File: src/rtl/arb_mux_pkg.sv
`default_nettype none
// ============================================================================
//  Module      : arb_mux_pkg
//  Description : Shared constants, lock-state encoding and helpers for the
//                arb_mux arbitrating multiplexer.
//  Revision    : 1.0 - initial release
// ============================================================================
package arb_mux_pkg;

    // Arbitration mode selectors for the MODE parameter
    localparam int MODE_RR    = 0;
    localparam int MODE_FIXED = 1;

    // Packet lock state (only used when packet locking is compiled in)
    typedef enum logic [0:0] {
        ST_OPEN   = 1'b0,
        ST_LOCKED = 1'b1
    } lock_state_t;

    // Modulo-n increment used for the round-robin pointer
    function automatic int wrap_inc(input int idx, input int n);
        return (idx + 1 >= n) ? 0 : idx + 1;
    endfunction

endpackage : arb_mux_pkg
`default_nettype wire

File: src/rtl/rr_arbiter.sv
`default_nettype none
// ============================================================================
//  Module      : rr_arbiter
//  Description : Combinational arbiter. Searches the request vector starting
//                at ptr, wrapping N-1 -> 0, and returns a one-hot grant plus
//                the encoded winner. When lock_en is set only lock_idx may win.
//  Revision    : 1.0 - initial release
// ============================================================================
module rr_arbiter #(
    parameter int N = 4
) (
    input  logic [N-1:0]         req,
    input  logic [$clog2(N)-1:0] ptr,
    input  logic                 lock_en,
    input  logic [$clog2(N)-1:0] lock_idx,
    output logic [N-1:0]         grant,
    output logic [$clog2(N)-1:0] idx
);

    localparam int PW = $clog2(N);

    logic [PW:0]   w_sum;
    logic [PW-1:0] w_cand;

    // Walk candidates from farthest to nearest so the nearest request to ptr
    // is written last and wins; a lock overrides the search entirely.
    always_comb begin
        grant  = '0;
        idx    = '0;
        w_sum  = '0;
        w_cand = '0;
        if (lock_en) begin
            if (req[lock_idx]) begin
                grant[lock_idx] = 1'b1;
                idx             = lock_idx;
            end
        end else begin
            for (int k = N - 1; k >= 0; k--) begin
                w_sum = {1'b0, ptr} + (PW+1)'(k);
                if (w_sum >= (PW+1)'(N)) begin
                    w_sum = w_sum - (PW+1)'(N);
                end
                w_cand = w_sum[PW-1:0];
                if (req[w_cand]) begin
                    grant         = '0;
                    grant[w_cand] = 1'b1;
                    idx           = w_cand;
                end
            end
        end
    end

endmodule : rr_arbiter
`default_nettype wire

File: src/rtl/arb_mux.sv
`default_nettype none
// ============================================================================
//  Module      : arb_mux
//  Description : N-channel valid/ready arbitrating multiplexer with a single
//                registered output stage. Round-robin or fixed priority.
//                Optional packet locking is enabled by defining the macro
//                ARB_MUX_LOCK_EN, which adds in_last / out_last.
//  Revision    : 1.0 - initial release
// ============================================================================
module arb_mux
    import arb_mux_pkg::*;
#(
    parameter int WIDTH = 32,
    parameter int N     = 4,
    parameter int MODE  = MODE_RR
) (
    input  logic                 clk,
    input  logic                 rst_n,
    input  logic [N*WIDTH-1:0]   in_data,
    input  logic [N-1:0]         in_valid,
    output logic [N-1:0]         in_ready,
    output logic [WIDTH-1:0]     out_data,
    output logic                 out_valid,
    input  logic                 out_ready,
    output logic [$clog2(N)-1:0] out_sel
`ifdef ARB_MUX_LOCK_EN
    ,
    input  logic [N-1:0]         in_last,
    output logic                 out_last
`endif
);

    localparam int PW = $clog2(N);

    logic [PW-1:0]    r_ptr;
    logic [N-1:0]     w_grant;
    logic [PW-1:0]    w_gidx;
    logic             w_ld;
    logic             w_xfer;
    logic             w_lock_en;
    logic [PW-1:0]    w_lock_idx;
    logic             w_beat_last;
    logic [WIDTH-1:0] w_sel_data;

    // The output register can take a beat when empty or being drained
    assign w_ld     = !out_valid || out_ready;
    assign in_ready = {N{w_ld}} & w_grant;
    assign w_xfer   = |in_ready;

    rr_arbiter #(
        .N        (N)
    ) u_arb (
        .req      (in_valid),
        .ptr      (r_ptr),
        .lock_en  (w_lock_en),
        .lock_idx (w_lock_idx),
        .grant    (w_grant),
        .idx      (w_gidx)
    );

    // One-hot data select of the granted channel
    always_comb begin
        w_sel_data = '0;
        for (int i = 0; i < N; i++) begin
            if (w_grant[i]) begin
                w_sel_data = in_data[i*WIDTH +: WIDTH];
            end
        end
    end

`ifdef ARB_MUX_LOCK_EN
    lock_state_t   r_state;
    logic [PW-1:0] r_lock_idx;

    assign w_lock_en   = (r_state == ST_LOCKED);
    assign w_lock_idx  = r_lock_idx;
    assign w_beat_last = in_last[w_gidx];

    // Packet lock FSM; out_last travels with the beat it belongs to
    always_ff @(posedge clk or negedge rst_n) begin
        if (!rst_n) begin
            r_state    <= ST_OPEN;
            r_lock_idx <= '0;
            out_last   <= 1'b0;
        end else if (w_xfer) begin
            out_last <= in_last[w_gidx];
            case (r_state)
                ST_OPEN: begin
                    if (!in_last[w_gidx]) begin
                        r_state    <= ST_LOCKED;
                        r_lock_idx <= w_gidx;
                    end
                end
                ST_LOCKED: begin
                    if (in_last[w_gidx]) begin
                        r_state <= ST_OPEN;
                    end
                end
                default: r_state <= ST_OPEN;
            endcase
        end
    end
`else
    // Every beat is its own packet: never locked, always terminating
    assign w_lock_en   = 1'b0;
    assign w_lock_idx  = '0;
    assign w_beat_last = 1'b1;
`endif

    // Output register and round-robin pointer; the pointer only moves on a
    // packet-terminating beat so it stays put while a packet is locked
    always_ff @(posedge clk or negedge rst_n) begin
        if (!rst_n) begin
            out_valid <= 1'b0;
            out_data  <= '0;
            out_sel   <= '0;
            r_ptr     <= '0;
        end else begin
            if (w_xfer) begin
                out_valid <= 1'b1;
                out_data  <= w_sel_data;
                out_sel   <= w_gidx;
                if (MODE == MODE_RR && w_beat_last) begin
                    r_ptr <= PW'(wrap_inc(int'(w_gidx), N));
                end
            end else if (out_ready) begin
                out_valid <= 1'b0;
            end
        end
    end

endmodule : arb_mux
`default_nettype wire

File: config.mk
export PLATFORM = sky130hd
export DESIGN_NAME = arb_mux
export DESIGN_NICKNAME = d
export VERILOG_FILES = /design/src/rtl/arb_mux_pkg.sv /design/src/rtl/rr_arbiter.sv /design/src/rtl/arb_mux.sv
export SDC_FILE = /design/constraint.sdc
export NUM_CORES = 1
export LEC_CHECK = 0
export CORE_ASPECT_RATIO = 2
export CORE_UTILIZATION = 44
export CTS_CLUSTER_SIZE = 40
export DETAILED_ROUTE_END_ITERATION = 16
export PLACE_DENSITY = 0.87
export SLEW_MARGIN = 10
export SYNTH_ARGS = -nofsm -noshare
export SYNTH_HDL_FRONTEND = slang
export SYNTH_SLANG_ARGS = --single-unit
File: constraint.sdc
create_clock -name clk -period 9.7 [get_ports clk]
set_clock_uncertainty 0.2 [all_clocks]
set_input_delay 1.455 -clock clk [delete_from_list [all_inputs] [get_ports clk]]
set_output_delay 1.455 -clock clk [all_outputs]
set_load 0.01 [all_outputs]
==> results of run 1 <==
-- layer usage --
metal  global-route usage, %  wire length [µm]  vias to the layer above
met1                    35.8              4820                     1969
met3                    3.93               828                       54
met5                       0                 0                        -
li1                        -                 -                     1934
met4                    19.6               696                        0
met2                    57.8              6970                      266
-- registers in the layout, indices dropped and copies added (netlist names) --
| name | cells |
|---|---|
| out_data | 32 |
| out_sel | 2 |
| r_ptr | 2 |
| out_valid | 1 |
-- layout make-up --
class | instances | area, µm² | share of cell area (%)
Clock inverter | 3 | 65.1 | 1.22
Tap cell | 94 | 118 | 2.20
Timing Repair Buffer | 184 | 1820 | 34.0
Sequential cell | 37 | 926 | 17.3
Clock buffer | 5 | 125 | 2.34
Multi-Input combinational cell | 303 | 2140 | 40.1
Inverter | 40 | 150 | 2.81
-- kinds of logic after synthesis --
kind of cell,synth area share [%]
fa+ha+maj,2.91
xor+xnor,0.254
compound gates,43.1
flops,26.9
simple gates,8.03
mux,6.57
buf+inv,12.3
-- how the worst max path moves through the flow --
stage,start,to,slack [ns],depth (start not counted)
final,in_valid[2],in_ready[3],3.48,8
after global routing,in_valid[2],in_ready[3],3.30,8
after CTS,in_valid[3],in_ready[3],3.48,8
after detailed placement,in_valid[3],in_ready[3],3.49,8
after global placement,in_valid[2],in_ready[3],3.51,8
after floorplan,in_valid[2],in_ready[2],4.48,8
-- power breakdown --
group / internal, mW / total, mW / switching, mW
sequential: 0.249 / 0.316 / 0.0673
combinational: 0.658 / 1.61 / 0.952
clock: 0.147 / 0.214 / 0.0668
-- cell usage after synthesis (2+ instances only) --
cell,number
sky130_fd_sc_hd__mux4_2,4
sky130_fd_sc_hd__buf_6,4
sky130_fd_sc_hd__a211oi_1,32
sky130_fd_sc_hd__a21oi_1,37
sky130_fd_sc_hd__and2_1,2
sky130_fd_sc_hd__ha_1,8
sky130_fd_sc_hd__inv_1,40
sky130_fd_sc_hd__buf_2,11
sky130_fd_sc_hd__nor3_1,2
sky130_fd_sc_hd__o221ai_1,32
sky130_fd_sc_hd__o21ai_0,59
sky130_fd_sc_hd__clkbuf_1,39
sky130_fd_sc_hd__o21ai_1,8
sky130_fd_sc_hd__nand2_1,38
sky130_fd_sc_hd__o22ai_1,2
sky130_fd_sc_hd__mux2i_1,8
sky130_fd_sc_hd__buf_4,3
sky130_fd_sc_hd__nor2_1,7
sky130_fd_sc_hd__a32oi_1,33
sky130_fd_sc_hd__a221o_1,2
sky130_fd_sc_hd__nand2b_1,4
sky130_fd_sc_hd__a32o_1,2
sky130_fd_sc_hd__nor2b_1,3
sky130_fd_sc_hd__mux2_2,4
sky130_fd_sc_hd__dfrtp_1,37
-- cell usage in the layout, fill, tap and decap left out, types with 5 or more instances in the layout --
cell type	count
sky130_fd_sc_hd__o21ai_0	59
sky130_fd_sc_hd__o221ai_1	32
sky130_fd_sc_hd__o21ai_1	8
sky130_fd_sc_hd__a21oi_1	37
sky130_fd_sc_hd__a211oi_1	32
sky130_fd_sc_hd__ha_1	8
sky130_fd_sc_hd__mux2i_1	8
sky130_fd_sc_hd__clkdlybuf4s50_1	172
sky130_fd_sc_hd__clkbuf_16	5
sky130_fd_sc_hd__inv_1	40
sky130_fd_sc_hd__buf_4	10
sky130_fd_sc_hd__nand2_1	38
sky130_fd_sc_hd__nor2_1	7
sky130_fd_sc_hd__a32oi_1	32
sky130_fd_sc_hd__dfrtp_1	37
-- worst max-delay path, stage by stage --
cell,delay [ns]
sky130_fd_sc_hd__clkdlybuf4s50_1,0.55
sky130_fd_sc_hd__mux4_2,0.66
sky130_fd_sc_hd__nor3b_1,0.51
sky130_fd_sc_hd__nand2_1,0.16
sky130_fd_sc_hd__a32o_1,0.29
sky130_fd_sc_hd__buf_4,0.26
sky130_fd_sc_hd__nor2_1,0.13
sky130_fd_sc_hd__clkdlybuf4s50_1,0.54
==> PnR_summary.wiki, run 1 <==
{| class="wikitable"
! Metric !! Value
|-
| Outcome || finished clean
|-
| Cell Area, Synth || 3440 µm²
|-
| Area after DPL || just over 5000 µm²
|-
| Worst reg2reg path startpoint || r_ptr[0]
|-
| Wire length of the first global-routing pass || about 21,000 µm
|-
| Final instance area || approximately 5300 µm²
|-
| Vias in the first global route || about 4,200
|-
| RSZ-0062 raised after global routing || no
|-
| TritonCTS sink count || 37
|-
| Yosys reg bits || 37
|-
| Clock latency on the worst-skew pair || around 0.29 ns
|-
| Final total negative setup slack || 0 ns
|-
| Clock tree from TritonCTS || yes
|-
| Post-CTS setup repair buffer count || 0
|-
| Area of the core region || between 7000 and 8000 µm²
|-
| Data arrival time of the critical path || 4.57 ns
|-
| Maxcap violations || 0
|-
| R2r worst-path depth || 10
|-
| Register clock-pin slew on the reported worst setup and hold paths || around 0.060 ns
|-
| Leak pwr || ~2 nW
|-
| RR Endpoint || out_sel[0]
|-
| Mean number of vias per cell || 6.34
|-
| EDFF count, synth || 0
|-
| Inserted Clock Buffers || 5
|-
| Finished Layout Cells || around 670
|-
| Worst setup slack for register-to-register paths || ~5 ns
|-
| Largest cells by area after synthesis || sky130_fd_sc_hd__dfrtp_1 (27%), sky130_fd_sc_hd__o21ai_0 (8.6%), sky130_fd_sc_hd__a32oi_1 (8.4%), sky130_fd_sc_hd__o221ai_1 (8.1%), sky130_fd_sc_hd__a211oi_1 (7.0%)
|-
| Rel. slew slack || 41.1%
|-
| Syn Area/Cell || around 7.9 µm²
|-
| Dominant synthesized flop cell || sky130_fd_sc_hd__dfrtp_1
|-
| Element type at the critical path end || primary output
|-
| Post-layout utilization of the core || between 70% and 80%
|-
| Number of design-rule violations left by the first detailed-router iteration || 400
|-
| Critical Path Source Type || input pin
|-
| Maximum achievable frequency || roughly 0.16 GHz
|-
| Maximum fanout encountered on the critical timing path || 35
|-
| Min-Delay Path Depth || 1
|-
| Count of hold buffers inserted by post-cts repair || 0
|-
| Post-synthesis to final-layout area growth || 55.0%
|-
| Terminating pin of the worst hold path || out_sel[0]
|-
| Count of warnings emitted by yosys || 0
|-
| Clock period minus worst slack || approximately 6.2 ns
|-
| Hold crit path type || flop to flop
|-
| Share of Yosys cell area claimed by the top area cell type || 26.9%
|-
| Final antenna-violating net count || 0
|-
| Total overflow reported by the global router || 0
|-
| Total vias in the final route || between 4,000 and 5,000
|-
| Wire length after detailed routing || between 10,000 and 15,000 µm
|-
| Port Buf Inserts || between 150 and 200
|-
| # fillers || ~630
|-
| Post-synthesis async set-or-reset flop share || 100%
|-
| Seq/Total Area, Yosys || a little over a quarter
|-
| Final count of pins violating max slew || 0
|-
| PwrDens || 401 nW/µm²
|-
| IO Pins || between 150 and 200
|-
| Required time at the worst-slack endpoint || a little over 8 ns
|-
| Worst hold start || out_sel[0]
|-
| Count of instances resized after the clock tree is built || 0
|-
| Standard-cell rows || 45
|-
| Number of unique standard cell types used by synthesis || 42
|-
| Placer Congestion || 0.944
|-
| Worst path setup slack after routing || 3.48 ns
|-
| Half-perimeter wire length after detailed placement || 9150 µm
|-
| Number of failing setup endpoints in the final timing report || 0
|-
| Category of the most critical setup path || input pin to primary output
|-
| Gate count of the mapped netlist || 438
|-
| Power consumption || between 2 and 2.5 mW
|-
| Pin count of the biggest net entering global routing || 68
|-
| Drt wl/cell || roughly 20 µm
|-
| Die outline area || between 8000 and 9000 µm²
|-
| Number of antenna violations at the first check in global routing || 0
|-
| Slew at the pin closest to its max-slew limit || about 0.9 ns
|-
| Die height || between 100 and 150 µm
|-
| TritonRoute pass-1 iters || 5
|-
| Die span in x || 64.6 µm
|-
| DRC errors left || 0
|-
| GR Util All Layers || about 32%
|-
| Level count of the clock H-tree || 2
|-
| Antenna cells || 0
|-
| Total count of hold-check failures in the final report || 0
|-
| Top cell type by total area after synthesis || sky130_fd_sc_hd__dfrtp_1
|-
| IR drop worst, VDD || between 0.3 and 0.4 mV
|-
| Synthesized net count || ~580
|-
| Layout cell share with drive strength beyond 1 || roughly 6.6%
|-
| Root buffer cell || sky130_fd_sc_hd__clkbuf_16
|-
| Number of placed cells counting well taps || 657
|-
| Post-place setup slack || between 3 and 4 ns
|-
| Nets || between 700 and 800
|-
| Fin crit share || roughly 64%
|-
| Max Root-Sink Buffers || 2
|-
| Final-layout worst hold slack || 0.301 ns
|-
| Starting utilization of the core area || between 40% and 50%
|}
(Power assumes the default switching activity.)
==> run 2: changes to the inputs <==
- CORE_UTILIZATION: 44 -> 41
- PLACE_DENSITY: 0.87 -> 0.82
- clock period: 9.7 -> 6.33 ns (I/O delays scaled with it)
==> PnR_summary.wiki, run 2 (same netlist as run 1, synthesis figures left out) <==
{| class="wikitable"
! Metric !! Value
|-
| Biggest register || out_data
|-
| Hold crit path type || flop to flop
|-
| Starting utilization of the core area || 41.8% (-3.5 points)
|-
| Rel. slew slack || 24.5% (-17 points)
|-
| Sequential fraction of design power || 15.1% (+0.3 points)
|-
| Total count of hold-check failures in the final report || 0 (unchanged)
|-
| Clock latency on the worst-skew pair || 0.28 ns (about the same)
|-
| Outcome || finished clean
|-
| Register cell area after layout || 926 µm² (unchanged)
|-
| Level count of the clock H-tree || 2 (unchanged)
|-
| TritonRoute pass-1 iters || 7 (+2)
|-
| Inserted Clock Buffers || 5 (unchanged)
|-
| Vias in the first global route || 4,258 (+2.4%)
|-
| Die height || 132 µm (+3.5%)
|-
| Nets || 713 (-0.14%)
|-
| Largest register FFs || 32 (unchanged)
|-
| Count of instances resized after the clock tree is built || 0 (unchanged)
|-
| Switching power summed over all nets || 1.70 mW (+56%)
|-
| TritonCTS sink count || 37 (unchanged)
|-
| Standard-cell rows || 47 (+4.4%)
|-
| Mean number of vias per cell || 6.36 (+0.23%)
|-
| Required time at the worst-slack endpoint || 5.18 ns (-2.87 ns)
|-
| Total overflow reported by the global router || 0 (unchanged)
|-
| Root buffer cell || sky130_fd_sc_hd__clkbuf_16
|-
| Internal power || 1.52 mW (+45%)
|-
| Die outline area || 8790 µm² (+7.1%)
|-
| R2r worst-path depth || 9 (-1)
|-
| Area used by multi-input combinational logic || 2140 µm² (+0.23%)
|-
| Proportion of total power due to net switching || 52.7% (+1.9 points)
|-
| Count of hold buffers inserted by post-cts repair || 0 (unchanged)
|-
| Final-layout worst hold slack || 0.313 ns (+0.0119 ns)
|-
| Final total negative setup slack || 0 ns (unchanged)
|-
| Data arrival time of the critical path || 4.32 ns (-0.25 ns)
|-
| DRC errors left || 0 (unchanged)
|-
| Area after DPL || 5140 µm² (+0.19%)
|-
| Layout cell share with drive strength beyond 1 || 6.15% (-0.49 points)
|-
| Clock period minus worst slack || between 5 and 6 ns
|-
| Fraction of power consumed by combinational cells || 77.5% (+2.3 points)
|-
| Element type at the critical path end || primary output
|-
| Fin crit share || a little under 90%
|-
| Antenna cells || 0 (unchanged)
|-
| Number of antenna violations at the first check in global routing || 0 (unchanged)
|-
| Total vias in the final route || 4,239 (+0.38%)
|-
| IO Pins || 174 (unchanged)
|-
| Leak pwr || 2.03 nW (-1.5%)
|-
| Clock tree from TritonCTS || yes
|-
| Launching instance or port of the critical path || r_ptr[0]
|-
| # fillers || 734 (+17%)
|-
| Maximum fanout encountered on the critical timing path || 21 (-40%)
|-
| IR drop worst, VDD || 0.553 mV (+71%)
|-
| Drt wl/cell || 21.0 µm (+4.8%)
|-
| Final count of pins violating max slew || 0 (unchanged)
|-
| RSZ-0062 raised after global routing || no
|-
| Wire length of the first global-routing pass || 21,200 µm (+2.7%)
|-
| Largest registers || out_data x32, out_sel x2, r_ptr x2
|-
| Placer Congestion || 0.969 (+2.7%)
|-
| Post-layout utilization of the core || 64.1% (-6.2 points)
|-
| PwrDens || 610 nW/µm² (+52%)
|-
| Post-CTS setup repair buffer count || 0 (unchanged)
|-
| Final antenna-violating net count || 0 (unchanged)
|-
| RR Endpoint || out_data[29]
|-
| Worst reg2reg path startpoint || r_ptr[0]
|-
| Area of the core region || 8230 µm² (+8.3%)
|-
| Clock share of power || 7.4% (-2.6 points)
|-
| Register clock-pin slew on the reported worst setup and hold paths || 0.06 ns (about the same)
|-
| Worst setup slack for register-to-register paths || 1.22 ns (-3.66 ns)
|-
| GR Util All Layers || 31.9% (-0.59 points)
|-
| Max Root-Sink Buffers || 2 (unchanged)
|-
| Maximum achievable frequency || about 0.18 GHz
|-
| Final instance area || 5280 µm² (-1.2%)
|-
| Commonest non-fill, non-tap cell in the layout || sky130_fd_sc_hd__clkdlybuf4s50_1
|-
| Critical Path Source Type || flop
|-
| Endpoint of the worst setup timing path || in_ready[1]
|-
| Slew at the pin closest to its max-slew limit || 1.13 ns (+0.249 ns)
|-
| Port Buf Inserts || 173 (unchanged)
|-
| Pin count of the biggest net entering global routing || 67 (-1.5%)
|-
| Category of the most critical setup path || flop to primary output
|-
| Half-perimeter wire length after detailed placement || 9740 µm (+6.5%)
|-
| Post-synthesis to final-layout area growth || 53.1%
|-
| Maxcap violations || 0 (unchanged)
|-
| Die span in x || 66.8 µm (+3.5%)
|-
| Number of failing setup endpoints in the final timing report || 0 (unchanged)
|-
| Number of design-rule violations left by the first detailed-router iteration || 407 (+1.8%)
|-
| Most used cells in the layout excluding fill and tap cells || sky130_fd_sc_hd__clkdlybuf4s50_1 (172), sky130_fd_sc_hd__o21ai_0 (59), sky130_fd_sc_hd__inv_1 (40)
|-
| Wire length after detailed routing || 14,000 µm (+4.9%)
|}
==> run 2: changes by cell type in the layout (fill, tap and decap cells not counted), sizes merged <==
| cell | before | now |
|---|---|---|
| bufinv | 2 | 0 |
| buf | 12 | 11 |
==> run 2: stage by stage <==
step	instances	power [mW]	setup slack [ns]
after floorplan	438	2.16	2.01
after global placement	661	2.89	1.20
after detailed placement	661	2.94	1.14
after CTS	667	3.19	0.808
after global routing	667	3.42	0.584
final	667	3.22	0.858
==> run 2: layout make-up <==
cell class	instances	share of cell area [%]
Timing Repair Buffer	183	34.2
Inverter	40	2.85
Tap cell	98	2.32
Sequential cell	37	17.6
Clock inverter	1	0.0949
Multi-Input combinational cell	303	40.7
Clock buffer	5	2.37
==> run 2: power by group through the flow <==
stage	clock [mW]	sequential, mW	combinational, mW
2_1_floorplan	0	0.508	1.66
6_report	0.237	0.487	2.50
3_5_place_dp	0	0.487	2.45
3_3_place_gp	0	0.484	2.40
4_1_cts	0.239	0.485	2.46
5_1_grt	0.247	0.499	2.68
==> run 2: metal layers <==
layer	global-route usage (%)	up-vias	part of all wire, %
li1	-	1925	-
met5	0	-	0
met2	53.2	242	50
met3	3.82	75	5.8
met1	35.3	1997	36
met4	23.6	0	7.9
==> run 2: worst min path at each step <==
stage                       startpoint           end  slack, ns  cells after the start
after detailed placement  out_data[21]  out_data[21]       0.31                      2
after global routing       out_data[5]   out_data[5]       0.33                      2
after global placement    out_data[19]  out_data[19]       0.30                      2
after floorplan             out_sel[0]    out_sel[0]       0.33                      1
final                     out_data[19]  out_data[19]       0.31                      2
after CTS                 out_data[11]  out_data[11]       0.32                      2
==> run 2: critical path, stage by stage (launching register included) <==
cell,delay [ns]
sky130_fd_sc_hd__dfrtp_1,0.83
sky130_fd_sc_hd__inv_1,0.25
sky130_fd_sc_hd__ha_1,0.57
sky130_fd_sc_hd__mux4_2,0.48
sky130_fd_sc_hd__nor3b_1,0.53
sky130_fd_sc_hd__a221o_1,0.59
sky130_fd_sc_hd__and3_1,0.25
sky130_fd_sc_hd__clkdlybuf4s50_1,0.54
==> run 3: changes to the inputs <==
- PLACE_DENSITY: 0.82 -> 0.8
==> PnR_summary.wiki, run 3 (same netlist as run 1, synthesis figures left out) <==
{| class="wikitable"
! Metric !! Value
|-
| Worst path setup slack after routing || 1.08 ns (+0.218 ns)
|-
| Layout cell share with drive strength beyond 1 || 6.81% (+0.66 points)
|-
| TritonCTS sink count || 37 (unchanged)
|-
| Final antenna-violating net count || 0 (unchanged)
|-
| Terminating pin of the worst hold path || out_sel[0]
|-
| Count of hold buffers inserted by post-cts repair || 0 (unchanged)
|-
| Proportion of total power due to net switching || 52.3% (-0.36 points)
|-
| Pin count of the biggest net entering global routing || 67 (unchanged)
|-
| Largest register FFs || 32 (unchanged)
|-
| Mean number of vias per cell || 6.27 (-1.4%)
|-
| Maximum achievable frequency || 0.190 GHz (+4.1%)
|-
| Buf+Inv Stages, Crit Path || 2 (unchanged)
|-
| Final instance area || 5320 µm² (+0.85%)
|-
| Wire length of the first global-routing pass || 21,300 µm (+0.75%)
|-
| Max Root-Sink Buffers || 2 (unchanged)
|-
| PwrDens || 617 nW/µm² (+1.0%)
|-
| Placer Congestion || 0.998 (+2.9%)
|-
| Port Buf Inserts || 173 (unchanged)
|-
| Total count of hold-check failures in the final report || 0 (unchanged)
|-
| Leak pwr || 2.05 nW (+1.0%)
|-
| Critical Path Source Type || flop
|-
| Die outline area || 8790 µm² (unchanged)
|-
| Post-place setup slack || 1.38 ns (+0.243 ns)
|-
| Biggest register || out_data
|-
| Slew at the pin closest to its max-slew limit || 1.03 ns (-0.0987 ns)
|-
| Post-synthesis to final-layout area growth || 54.4%
|-
| Inserted Clock Buffers || 5 (unchanged)
|-
| Register clock-pin slew on the reported worst setup and hold paths || 0.06 ns (about the same)
|-
| Fraction of power consumed by combinational cells || 77.2% (-0.3 points)
|-
| IO Pins || 174 (unchanged)
|-
| Sequence of cells on the critical path || inv_1 > ha_1 > mux4_2 > nor3b_1 > nand2_1 > a32o_1 > nor2_1 > clkdlybuf4s50_1
|-
| TritonRoute pass-1 iters || 7 (unchanged)
|-
| Element type at the critical path end || primary output
|-
| Post-CTS setup repair buffer count || 0 (unchanged)
|-
| Wire length after detailed routing || 13,900 µm (-0.22%)
|-
| Die height || 132 µm (unchanged)
|-
| Half-perimeter wire length after detailed placement || 9450 µm (-3.1%)
|-
| Clock share of power || 8.1% (+0.7 points)
|-
| Outcome || finished clean
|-
| Internal power || 1.56 mW (+2.6%)
|-
| Peak per-stage delay on the critical path || 0.83 ns (about the same)
|-
| Maximum fanout encountered on the critical timing path || 21 (unchanged)
|-
| Count of instances resized after the clock tree is built || 0 (unchanged)
|-
| DRC errors left || 0 (unchanged)
|-
| Drt wl/cell || 20.8 µm (-0.82%)
|-
| Number of antenna violations at the first check in global routing || 0 (unchanged)
|-
| Number of failing setup endpoints in the final timing report || 0 (unchanged)
|-
| Total vias in the final route || 4,205 (-0.80%)
|-
| Delay-heaviest family, CP || simple AND/OR/NAND/NOR gates
|-
| Antenna cells || 0 (unchanged)
|-
| RSZ-0062 raised after global routing || no
|-
| Vias in the first global route || 4,261 (+0.070%)
|-
| Required time at the worst-slack endpoint || 5.18 ns (about the same)
|-
| Die span in x || 66.8 µm (unchanged)
|-
| Worst setup slack for register-to-register paths || 1.56 ns (+0.34 ns)
|-
| Clock period minus worst slack || 5.25 ns (-0.218 ns)
|-
| Slowest stage cell on the critical path || sky130_fd_sc_hd__dfrtp_1
|-
| Worst hold start || out_sel[0]
|-
| Min-Delay Path Depth || 1 (-1)
|-
| Area of the core region || 8230 µm² (unchanged)
|-
| Total overflow reported by the global router || 0 (unchanged)
|-
| Hold crit path type || flop to flop
|-
| R2r worst-path depth || 9 (unchanged)
|-
| RR Endpoint || out_data[15]
|-
| Starting utilization of the core area || 41.8% (unchanged)
|-
| Switching power summed over all nets || 1.72 mW (+1.2%)
|-
| Number of design-rule violations left by the first detailed-router iteration || 461 (+13%)
|-
| Final total negative setup slack || 0 ns (unchanged)
|-
| Level count of the clock H-tree || 2 (unchanged)
|-
| Nets || 715 (+0.28%)
|-
| Sequential fraction of design power || 14.7% (-0.4 points)
|-
| Clock latency on the worst-skew pair || 0.28 ns (about the same)
|-
| Final count of pins violating max slew || 0 (unchanged)
|-
| IR drop worst, VDD || 0.592 mV (+7.0%)
|-
| Worst reg2reg path startpoint || r_ptr[0]
|-
| Data arrival time of the critical path || 4.11 ns (-0.21 ns)
|-
| Fin crit share || 83.0% (-3.4 points)
|-
| Maxcap violations || 0 (unchanged)
|-
| Commonest non-fill, non-tap cell in the layout || sky130_fd_sc_hd__clkdlybuf4s50_1
|-
| Most used cells in the layout excluding fill and tap cells || sky130_fd_sc_hd__clkdlybuf4s50_1 (172), sky130_fd_sc_hd__o21ai_0 (59), sky130_fd_sc_hd__inv_1 (40)
|-
| Clock tree from TritonCTS || yes
|-
| Root buffer cell || sky130_fd_sc_hd__clkbuf_16
|-
| Category of the most critical setup path || flop to primary output
|-
| Standard-cell rows || 47 (unchanged)
|-
| Area after DPL || 5150 µm² (about the same)
|-
| Largest registers || out_data x32, out_sel x2, r_ptr x2
|-
| Rel. slew slack || 31.1% (+6.6 points)
|-
| GR Util All Layers || 32.2% (+0.28 points)
|}
[run 3: cell types whose count changed in the layout (fill, tap and decap cells not counted), sizes merged]
cell,previous run,this run
buf,11,13
clkbuf,5,7
[run 3: worst max path at each step]
stage | end | slack [ns] | cells past startpoint | startpoint
after floorplan | in_ready[2] | 2.01 | 12 | r_ptr[0]
after global placement | in_ready[3] | 1.44 | 7 | in_valid[2]
after detailed placement | in_ready[3] | 1.38 | 7 | in_valid[3]
after CTS | in_ready[3] | 1.10 | 8 | r_ptr[0]
after global routing | in_ready[3] | 0.82 | 8 | r_ptr[0]
final | in_ready[3] | 1.08 | 8 | r_ptr[0]
[run 3: cell type report]
cell class / count / area [µm²]
multi-input combinational: 303 / 2140
timing repair buffer: 185 / 1820
clock buffer: 7 / 153
inverter: 40 / 150
tap: 98 / 123
fill: 727 / 2910
sequential: 37 / 926
clock inverter: 1 / 5.00
[run 3: power groups by stage]
stage / clock network (mW) / logic (mW) / registers [mW]
global route: 0.281 / 2.71 / 0.499
floorplan: 0 / 1.66 / 0.508
global placement: 0 / 2.43 / 0.481
CTS: 0.268 / 2.48 / 0.483
finish: 0.265 / 2.53 / 0.483
detailed placement: 0 / 2.48 / 0.484
[run 3: routing by layer]
layer | GRT usage, % | wire length, µm | part of all wire [%] | vias up
met5 | 0 | 0 | 0 | -
li1 | - | - | - | 1931
met2 | 51.4 | 7000 | 50 | 241
met3 | 4.60 | 832 | 6.0 | 69
met1 | 36.8 | 5030 | 36 | 1964
met4 | 25.1 | 1090 | 7.8 | 0
[run 3: worst reg2reg max path, cell delays in order, from the launching register on]
cell	delay, ns
sky130_fd_sc_hd__dfrtp_1	0.83
sky130_fd_sc_hd__inv_1	0.25
sky130_fd_sc_hd__ha_1	0.55
sky130_fd_sc_hd__mux4_2	0.58
sky130_fd_sc_hd__nor3b_1	0.21
sky130_fd_sc_hd__a221o_1	0.39
sky130_fd_sc_hd__buf_4	0.27
sky130_fd_sc_hd__a221oi_4	0.31
sky130_fd_sc_hd__nand3_2	0.63
sky130_fd_sc_hd__a32oi_1	0.46
[run 3: stage by stage]
stage | util, % | total power [mW] | instances | hold WS, ns
5_1_grt | 64.6 | 3.49 | 671 | 0.325
3_5_place_dp | 62.5 | 2.96 | 662 | 0.302
6_report | 64.6 | 3.28 | 671 | 0.306
3_3_place_gp | 62.5 | 2.91 | 662 | 0.291
2_1_floorplan | - | 2.16 | 438 | 0.334
4_1_cts | 64.4 | 3.23 | 670 | 0.313
